File: config.mk
export PLATFORM = sky130hd
export DESIGN_NAME = epb_master_ctrl
export DESIGN_NICKNAME = d
export VERILOG_FILES = /design/src/rtl/epb_master_ctrl.sv
export SDC_FILE = /design/constraint.sdc
export NUM_CORES = 1
export LEC_CHECK = 0
export CAP_MARGIN = 30
export CELL_PAD_IN_SITES_DETAIL_PLACEMENT = 1
export CELL_PAD_IN_SITES_GLOBAL_PLACEMENT = 1
export CORE_MARGIN = 2
export CORE_UTILIZATION = 30
export CTS_CLUSTER_SIZE = 25
export DETAILED_ROUTE_END_ITERATION = 7
export HOLD_SLACK_MARGIN = 0.02
export PLACE_DENSITY = 0.81
export SYNTH_ARGS = -nofsm -noshare
export SYNTH_HDL_FRONTEND = slang
export SYNTH_SLANG_ARGS = --single-unit
File: constraint.sdc
create_clock -name epb_clk -period 1.9 [get_ports epb_clk]
set_input_delay 0.38 -clock epb_clk [delete_from_list [all_inputs] [get_ports epb_clk]]
set_output_delay 0.38 -clock epb_clk [all_outputs]
set_load 0.03 [all_outputs]
File: src/rtl/epb_master_ctrl.sv
// EPB initiator: turns single-word local requests into EPB bus cycles and
// completes them on responder epb_rdy or a strobe timeout.
//
// state  | meaning
// IDLE   | req_ready high, waiting for a request
// SETUP  | addr/be/r_w_n (and write data) stable, cs_n high
// STROBE | cs_n low, waiting for epb_rdy or timeout
// HOLD   | cs_n high, addr/be/r_w_n/write data held
// RESP   | one-cycle rsp_valid pulse
module epb_master_ctrl #(
  parameter int SETUP_CYC = 1,
  parameter int HOLD_CYC  = 1,
  parameter int TIMEOUT   = 255
) (
  input  logic        epb_clk,
  input  logic        epb_rst_n,
  input  logic        req_valid,
  output logic        req_ready,
  input  logic        req_rnw,
  input  logic [22:0] req_addr,
  input  logic [5:0]  req_addr_gp,
  input  logic [1:0]  req_be,
  input  logic [15:0] req_wdata,
  output logic        rsp_valid,
  output logic [15:0] rsp_rdata,
  output logic        rsp_timeout,
  output logic        epb_cs_n,
  output logic        epb_oe_n,
  output logic        epb_r_w_n,
  output logic [1:0]  epb_be_n,
  output logic [22:0] epb_addr,
  output logic [5:0]  epb_addr_gp,
  output logic [15:0] epb_data_out,
  output logic        epb_data_oe_n,
  input  logic [15:0] epb_data_in,
  input  logic        epb_rdy
);

  localparam int WW = $clog2(TIMEOUT + 1);
  localparam int PMAX = (SETUP_CYC > HOLD_CYC) ? SETUP_CYC : HOLD_CYC;
  localparam int PW = $clog2(PMAX + 1);

  typedef enum logic [2:0] {IDLE, SETUP, STROBE, HOLD, RESP} state_t;

  state_t        state, state_nxt;
  logic [PW-1:0] phase_cnt, phase_nxt;
  logic [WW-1:0] wait_cnt, wait_nxt;
  logic [15:0]   rd_cap;
  logic          tmo_q;
  logic          accept;

  assign req_ready = (state == IDLE);
  assign accept    = req_ready && req_valid;

  always_ff @(posedge epb_clk or negedge epb_rst_n) begin
    if (!epb_rst_n) begin
      state     <= IDLE;
      phase_cnt <= '0;
      wait_cnt  <= '0;
    end else begin
      state     <= state_nxt;
      phase_cnt <= phase_nxt;
      wait_cnt  <= wait_nxt;
    end
  end

  // Setup/hold phases use a down-counter; the strobe wait counts up from 1.
  always_comb begin
    state_nxt = state;
    phase_nxt = phase_cnt;
    wait_nxt  = wait_cnt;
    case (state)
      IDLE: begin
        if (req_valid) begin
          state_nxt = SETUP;
          phase_nxt = PW'(SETUP_CYC - 1);
        end
      end
      SETUP: begin
        if (phase_cnt == '0) begin
          state_nxt = STROBE;
          wait_nxt  = WW'(1);
        end else begin
          phase_nxt = phase_cnt - PW'(1);
        end
      end
      STROBE: begin
        if (epb_rdy || (wait_cnt == WW'(TIMEOUT))) begin
          state_nxt = HOLD;
          phase_nxt = PW'(HOLD_CYC - 1);
          wait_nxt  = '0;
        end else begin
          wait_nxt = wait_cnt + WW'(1);
        end
      end
      HOLD: begin
        if (phase_cnt == '0) state_nxt = RESP;
        else phase_nxt = phase_cnt - PW'(1);
      end
      RESP:    state_nxt = IDLE;
      default: state_nxt = IDLE;
    endcase
  end

  always_ff @(posedge epb_clk or negedge epb_rst_n) begin
    if (!epb_rst_n) begin
      epb_cs_n      <= 1'b1;
      epb_oe_n      <= 1'b1;
      epb_r_w_n     <= 1'b1;
      epb_be_n      <= 2'b11;
      epb_addr      <= '0;
      epb_addr_gp   <= '0;
      epb_data_out  <= '0;
      epb_data_oe_n <= 1'b1;
      rsp_valid     <= 1'b0;
      rsp_rdata     <= '0;
      rsp_timeout   <= 1'b0;
      rd_cap        <= '0;
      tmo_q         <= 1'b0;
    end else begin
      epb_cs_n  <= (state_nxt != STROBE);
      epb_oe_n  <= !((state_nxt == STROBE) && epb_r_w_n);
      rsp_valid <= (state_nxt == RESP);
      if (accept) begin
        epb_addr      <= req_addr;
        epb_addr_gp   <= req_addr_gp;
        epb_be_n      <= ~req_be;
        epb_r_w_n     <= req_rnw;
        epb_data_oe_n <= req_rnw;
        if (!req_rnw) epb_data_out <= req_wdata;
      end else if ((state == HOLD) && (state_nxt == RESP)) begin
        epb_be_n      <= 2'b11;
        epb_r_w_n     <= 1'b1;
        epb_data_oe_n <= 1'b1;
      end
      // Ready wins over timeout when both land in the same strobe cycle.
      if ((state == STROBE) && (state_nxt == HOLD)) begin
        rd_cap <= (epb_rdy && epb_r_w_n) ? epb_data_in : 16'h0000;
        tmo_q  <= !epb_rdy;
      end
      if (state_nxt == RESP) begin
        rsp_rdata   <= rd_cap;
        rsp_timeout <= tmo_q;
      end
    end
  end

endmodule
==> run_results.csv, run 1 <==
group,metric,value,unit
grt,grt-ovfl-total,0,
die,ioPinCount,138,
drt,route.detailed.drc,0,
layout,final_design_area_no_fill,5770,sq um
grt,antenna_found_initial,0,
cts,root_buffer,"clkbuf_16",
power,p_leak,2.47,nW
power,power.density,1830,nW/um^2
cts,path_clk_slew,60,ps
synth,yosysTopAreaCell,"dfrtp_1",
sta,final.setup_skew,5.39,ps
layout,area_growth,48.8,%
synth,yosysUniqueCellTypes,33,
cts,htree_levels,3,
synth,ys_top_cells_by_count,"dfrtp_1, nand2_1, mux2_2",
grt,track_usage,16.2,%
power,ir_drop,0.746,mV
cts,post_cts_resized,7,
cts,cts_buffers,9,
cts,cts_buffer_depth,2,
die,start_util,30.7,%
cts,clock-sinks,96,
placement,dpl_cell_area,5460,sq um
synth,synth_area,3870,sq um
grt,grt_pass1_wl,17400,microns
sta,max_freq,546,MHz
sta,rsz0062_at_grt,"false",
synth,ys_warn_count,0,
grt,grt_pass1_vias,3211,
worst_setup_path,endpoint_kind,"output pin",
synth,synth.top_cell.area_share,58.8,%
drt,drtPass1Iterations,4,
worst_setup_path,arrival,1450,ps
layout,fillers,1338,
layout,drive_gt1_share,19.0,%
die,die_width,118,microns
cts,clock_latency,350,ps
layout,finalNonFillerCells,634,
synth,yosysMostFrequentCell,"dfrtp_1",
layout,fin_util,45.7,%
job,cap_violations,0,
placement,place.gp.congestion,0.806,
worst_setup_path,crit_required,1520,ps
cts,ctsHoldBuffers,0,
synth,yosysSeqAreaShare,62.2,%
drt,vias_per_cell,4.71,
sta,slew_headroom,64.0,%
synth,synthTopCellsByArea,"dfrtp_1, mux2_2, nand2_1, dfstp_2, o31ai_1",
drt,wirelength,10800,microns
min_path,min-delay-path-class,"in -> async",
synth,synth-seq-cells,96,
placement,dpl.hpwl,7730,microns
drt,wl_per_cell,17.0,microns
cts,cts_tree,"done",
cts,post_cts_buffers,0,
sta,tightest_slew,539,ps
synth,syn_nets,390,
placement,post-place-cells,618,
sta,drv_slew,0,
grt,grt_max_degree,97,
layout,antenna_cells,0,
worst_setup_path,cp_max_fo,5,
synth,syn_inst,321,
sta,final.setup.tns,0,ps
synth,synth_edf_count,0,
die,num_rows,41,
die,die_y,118,microns
synth,syn_avg_cell_area,12.1,sq um
sta,setup_violations,0,
die,coreArea,12600,sq um
drt,ant_nets,0,
synth,synthFlopType,"dfrtp_1",
sta,period_needed,1830,ps
worst_setup_path,critPathLaunchType,"flip-flop",
layout,fin_nets,526,
sta,report.final.hold_viol_count,0,
die,dieArea,13800,sq um
synth,async_flop_share,100,%
drt,vias,2984,
drt,drtIter0Drc,140,
placement,io_buffers,137,
sta,fin_crit_sh,96.4,%
worst_setup_path,crit_type,"reg -> out",
run_status,status,"finished, final reports clean",
[state kept, by name (all words and copies together) (netlist names)]
name and count:
epb_data_oe_n 1, rsp_rdata 16, tmo_q 1, epb_cs_n 1, epb_data_out 16, epb_addr 23
state 3, wait_cnt 8, rd_cap 16, rsp_timeout 1, epb_be_n 2, epb_addr_gp 6
epb_oe_n 1, rsp_valid 1
[cells by family after synthesis]
logic type | share of synthesized area, %
mux | 13.3
simple gates | 11.3
buf+inv | 3.65
compound gates | 8.78
xor+xnor | 0.452
flops | 62.2
fa+ha+maj | 0.323
[routing by layer]
| layer | up-vias | GRT usage [%] | part of all wire [%] |
|---|---|---|---|
| met5 | - | 0 | 0 |
| met4 | 0 | 6.33 | 2.0 |
| met3 | 16 | 4.12 | 4.2 |
| met2 | 72 | 28.8 | 53 |
| met1 | 1512 | 18.6 | 40 |
| li1 | 1384 | - | - |
[worst paths after layout]
check                                endpoint  slack [ps]  cells past startpoint         from
worst max register to register       epb_oe_n         130                      5  wait_cnt[0]
worst min-delay path                rd_cap[9]          60                      2    epb_rst_n
max in group asynchronous         wait_cnt[0]        1400                      2    epb_rst_n
worst min register to register  rsp_rdata[12]         450                      2   rd_cap[12]
worst max-delay path                req_ready          70                      2     state[2]
min in group epb_clk            rsp_rdata[12]         450                      2   rd_cap[12]
[cell type report]
| class | count | area [sq um] | area share (%) |
|---|---|---|---|
| multi-input cells | 197 | 1350 | 23.3 |
| flip-flops and latches | 96 | 2410 | 41.8 |
| inverters | 3 | 11.3 | 0.195 |
| clock inverters | 5 | 57.6 | 0.998 |
| repair buffers | 150 | 1490 | 25.9 |
| clock buffers | 11 | 233 | 4.04 |
| well taps | 172 | 215 | 3.73 |
[cell usage in the layout (no fill, tap or decap), types with 5 or more instances in the layout]
cell type / count
o21ai_0: 17
a31oi_1: 5
o31ai_1: 17
clkbuf_16: 9
clkdlybuf4s50_1: 129
nand2_1: 58
mux2_2: 45
buf_4: 10
nand3_1: 19
dfstp_2: 5
a21oi_1: 5
dfrtp_1: 90
dlygate4sd2_1: 7
[report_power, final]
part           total [mW]  internal [mW]  switching [mW]
Clock                1.80           1.02           0.782
Combinational        5.14           2.23            2.91
Sequential           3.60           3.04           0.562
[critical path, cell delays in order (launching register included)]
cell and delay [ps]:
dfrtp_1 440, nor3_4 240, dlygate4sd2_1 420
[through the flow]
step | power [mW] | setup slack (ps) | hold WS, ps
after CTS | 10.7 | 19.7 | 105
after global routing | 11.1 | 11.2 | 105
after detailed placement | 8.88 | 25.0 | 448
after floorplan | 6.61 | 53.3 | 84.4
final | 10.5 | 67.9 | 56.7
after global placement | 8.63 | 52.1 | 443
Note: power is estimated with default switching activity, not from simulation.
==> run 2, diff against run 1 <==
--- a/config.mk
+++ b/config.mk
@@ -12,7 +12,7 @@
 export CORE_UTILIZATION = 30
 export CTS_CLUSTER_SIZE = 25
 export DETAILED_ROUTE_END_ITERATION = 7
-export HOLD_SLACK_MARGIN = 0.02
+export HOLD_SLACK_MARGIN = 0.15
 export PLACE_DENSITY = 0.81
 export SYNTH_ARGS = -nofsm -noshare
 export SYNTH_HDL_FRONTEND = slang
==> run_results.csv, run 2 (same netlist as run 1, synthesis figures left out) <==
group,metric,value,unit
grt,grt_pass1_wl,17400,microns
worst_setup_path,reg2reg_to,"wait_cnt[3]",
drt,drtIter0Drc,154,
layout,antenna_cells,0,
min_path,min-delay-path-class,"reg -> reg",
layout,fillers,1337,
cts,cts_buffers,9,
placement,dpl.hpwl,7730,microns
cts,clock_latency,350,ps
power,p_leak,2.47,nW
cts,clock-sinks,96,
worst_setup_path,endpoint_kind,"output pin",
die,start_util,30.7,%
die,num_rows,41,
worst_setup_path,crit_required,1520,ps
placement,pre_cts_ws,25.0,ps
worst_setup_path,reg2reg_depth,6,
drt,vias_per_cell,4.72,
worst_setup_path,rrSetupSlack,130,ps
placement,post-place-cells,618,
placement,place.gp.congestion,0.806,
drt,wl_per_cell,17.0,microns
power,power.density,1820,nW/um^2
sta,slew_headroom,64.2,%
layout,fin_nets,527,
drt,route.detailed.drc,0,
grt,antenna_found_initial,0,
layout,multi_input_area,1350,sq um
job,cap_violations,0,
layout,fin_util,45.8,%
worst_setup_path,critPathLaunchType,"flip-flop",
min_path,holdPathStages,2,
layout,largest_reg_flops,23,
cts,root_buffer,"clkbuf_16",
layout,final_design_area_no_fill,5780,sq um
sta,report.final.hold_viol_count,0,
layout,finalNonFillerCells,635,
drt,ant_nets,0,
placement,io_buffers,137,
grt,grt-ovfl-total,0,
cts,htree_levels,3,
die,die_y,118,microns
sta,setup_violations,0,
worst_setup_path,startpoint,"state[2]",
sta,holdWs,453,ps
cts,post_cts_buffers,0,
cts,cts_tree,"done",
power,ir_drop,0.746,mV
placement,dpl_cell_area,5460,sq um
grt,grt_pass1_vias,3216,
layout,area_growth,49.1,%
sta,rsz0062_at_grt,"false",
layout,drive_gt1_share,19.0,%
drt,vias,2995,
drt,drtPass1Iterations,4,
sta,drv_slew,0,
die,ioPinCount,138,
sta,final.setup_skew,4.96,ps
sta,max_freq,546,MHz
die,dieArea,13800,sq um
layout,final_common_cell,"clkdlybuf4s50_1",
sta,fin_crit_sh,96.4,%
worst_setup_path,cp_max_fo,5,
min_path,min-delay-start,"rd_cap[12]",
cts,cts_buffer_depth,2,
sta,tightest_slew,536,ps
drt,wirelength,10800,microns
die,coreArea,12600,sq um
power,p_total,10.5,mW
sta,period_needed,1830,ps
layout,regArea,2410,sq um
grt,track_usage,16.2,%
sta,final.setup.tns,0,ps
worst_setup_path,arrival,1450,ps
run_status,status,"finished, final reports clean",
worst_setup_path,crit_type,"reg -> out",
grt,grt_max_degree,97,
min_path,hold_end,"rsp_rdata[12]",
layout,top_register,"epb_addr",
worst_setup_path,worstReg2RegStart,"wait_cnt[0]",
sta,layout_setup_ws,68.6,ps
cts,path_clk_slew,60,ps
layout,final_cell_mix,"clkdlybuf4s50_1, dfrtp_1, nand2_1, mux2_2, nand3_1",
die,die_width,118,microns
-- run 2: cell types whose count changed in the layout (fill, tap and decap cells not counted), sizes merged --
cell and change:
dlygate4sd3 +1
-- run 2: worst max-delay path by stage --
| stage | endpoint | cells after the start |
|---|---|---|
| finish | req_ready | 2 |
| global route | req_ready | 2 |
| floorplan | epb_data_out[10] | 6 |
| global placement | epb_data_out[13] | 5 |
| CTS | rd_cap[6] | 6 |
| detailed placement | epb_data_out[12] | 5 |
-- run 2: metal layers --
metal  up-vias  global-route usage (%)  routed length (microns)
met5         -                       0                        0
met3        16                    4.12                      460
met4         0                    6.33                      216
li1       1386                       -                        -
met2        73                    28.8                     5750
met1      1520                    18.6                     4350
-- run 2: worst max-delay path, cell delays in order (launching register included) --
cell and delay, ps:
dfrtp_1 440, nor3_4 240, dlygate4sd2_1 420
-- run 2: power by group --
part | internal, mW | switching (mW)
Clock | 1.02 | 0.780
Combinational | 2.23 | 2.91
Sequential | 3.04 | 0.562
-- run 2: area by class of cell --
type	instances	area share (%)
flip-flops and latches	96	41.7
well taps	172	3.73
inverters	3	0.195
multi-input cells	197	23.3
clock inverters	5	0.996
repair buffers	151	26.0
clock buffers	11	4.03
-- run 2: timing repair --
| item | CTS | global route |
|---|---|---|
| gates cloned | 0 | 0 |
| gates resized for setup | 7 | 6 |
| endpoints found under the hold margin | 91 | 0 |
| pin swaps | 0 | 0 |
| hold buffers | 1 | 0 |
| setup endpoints to repair | 7 | 18 |
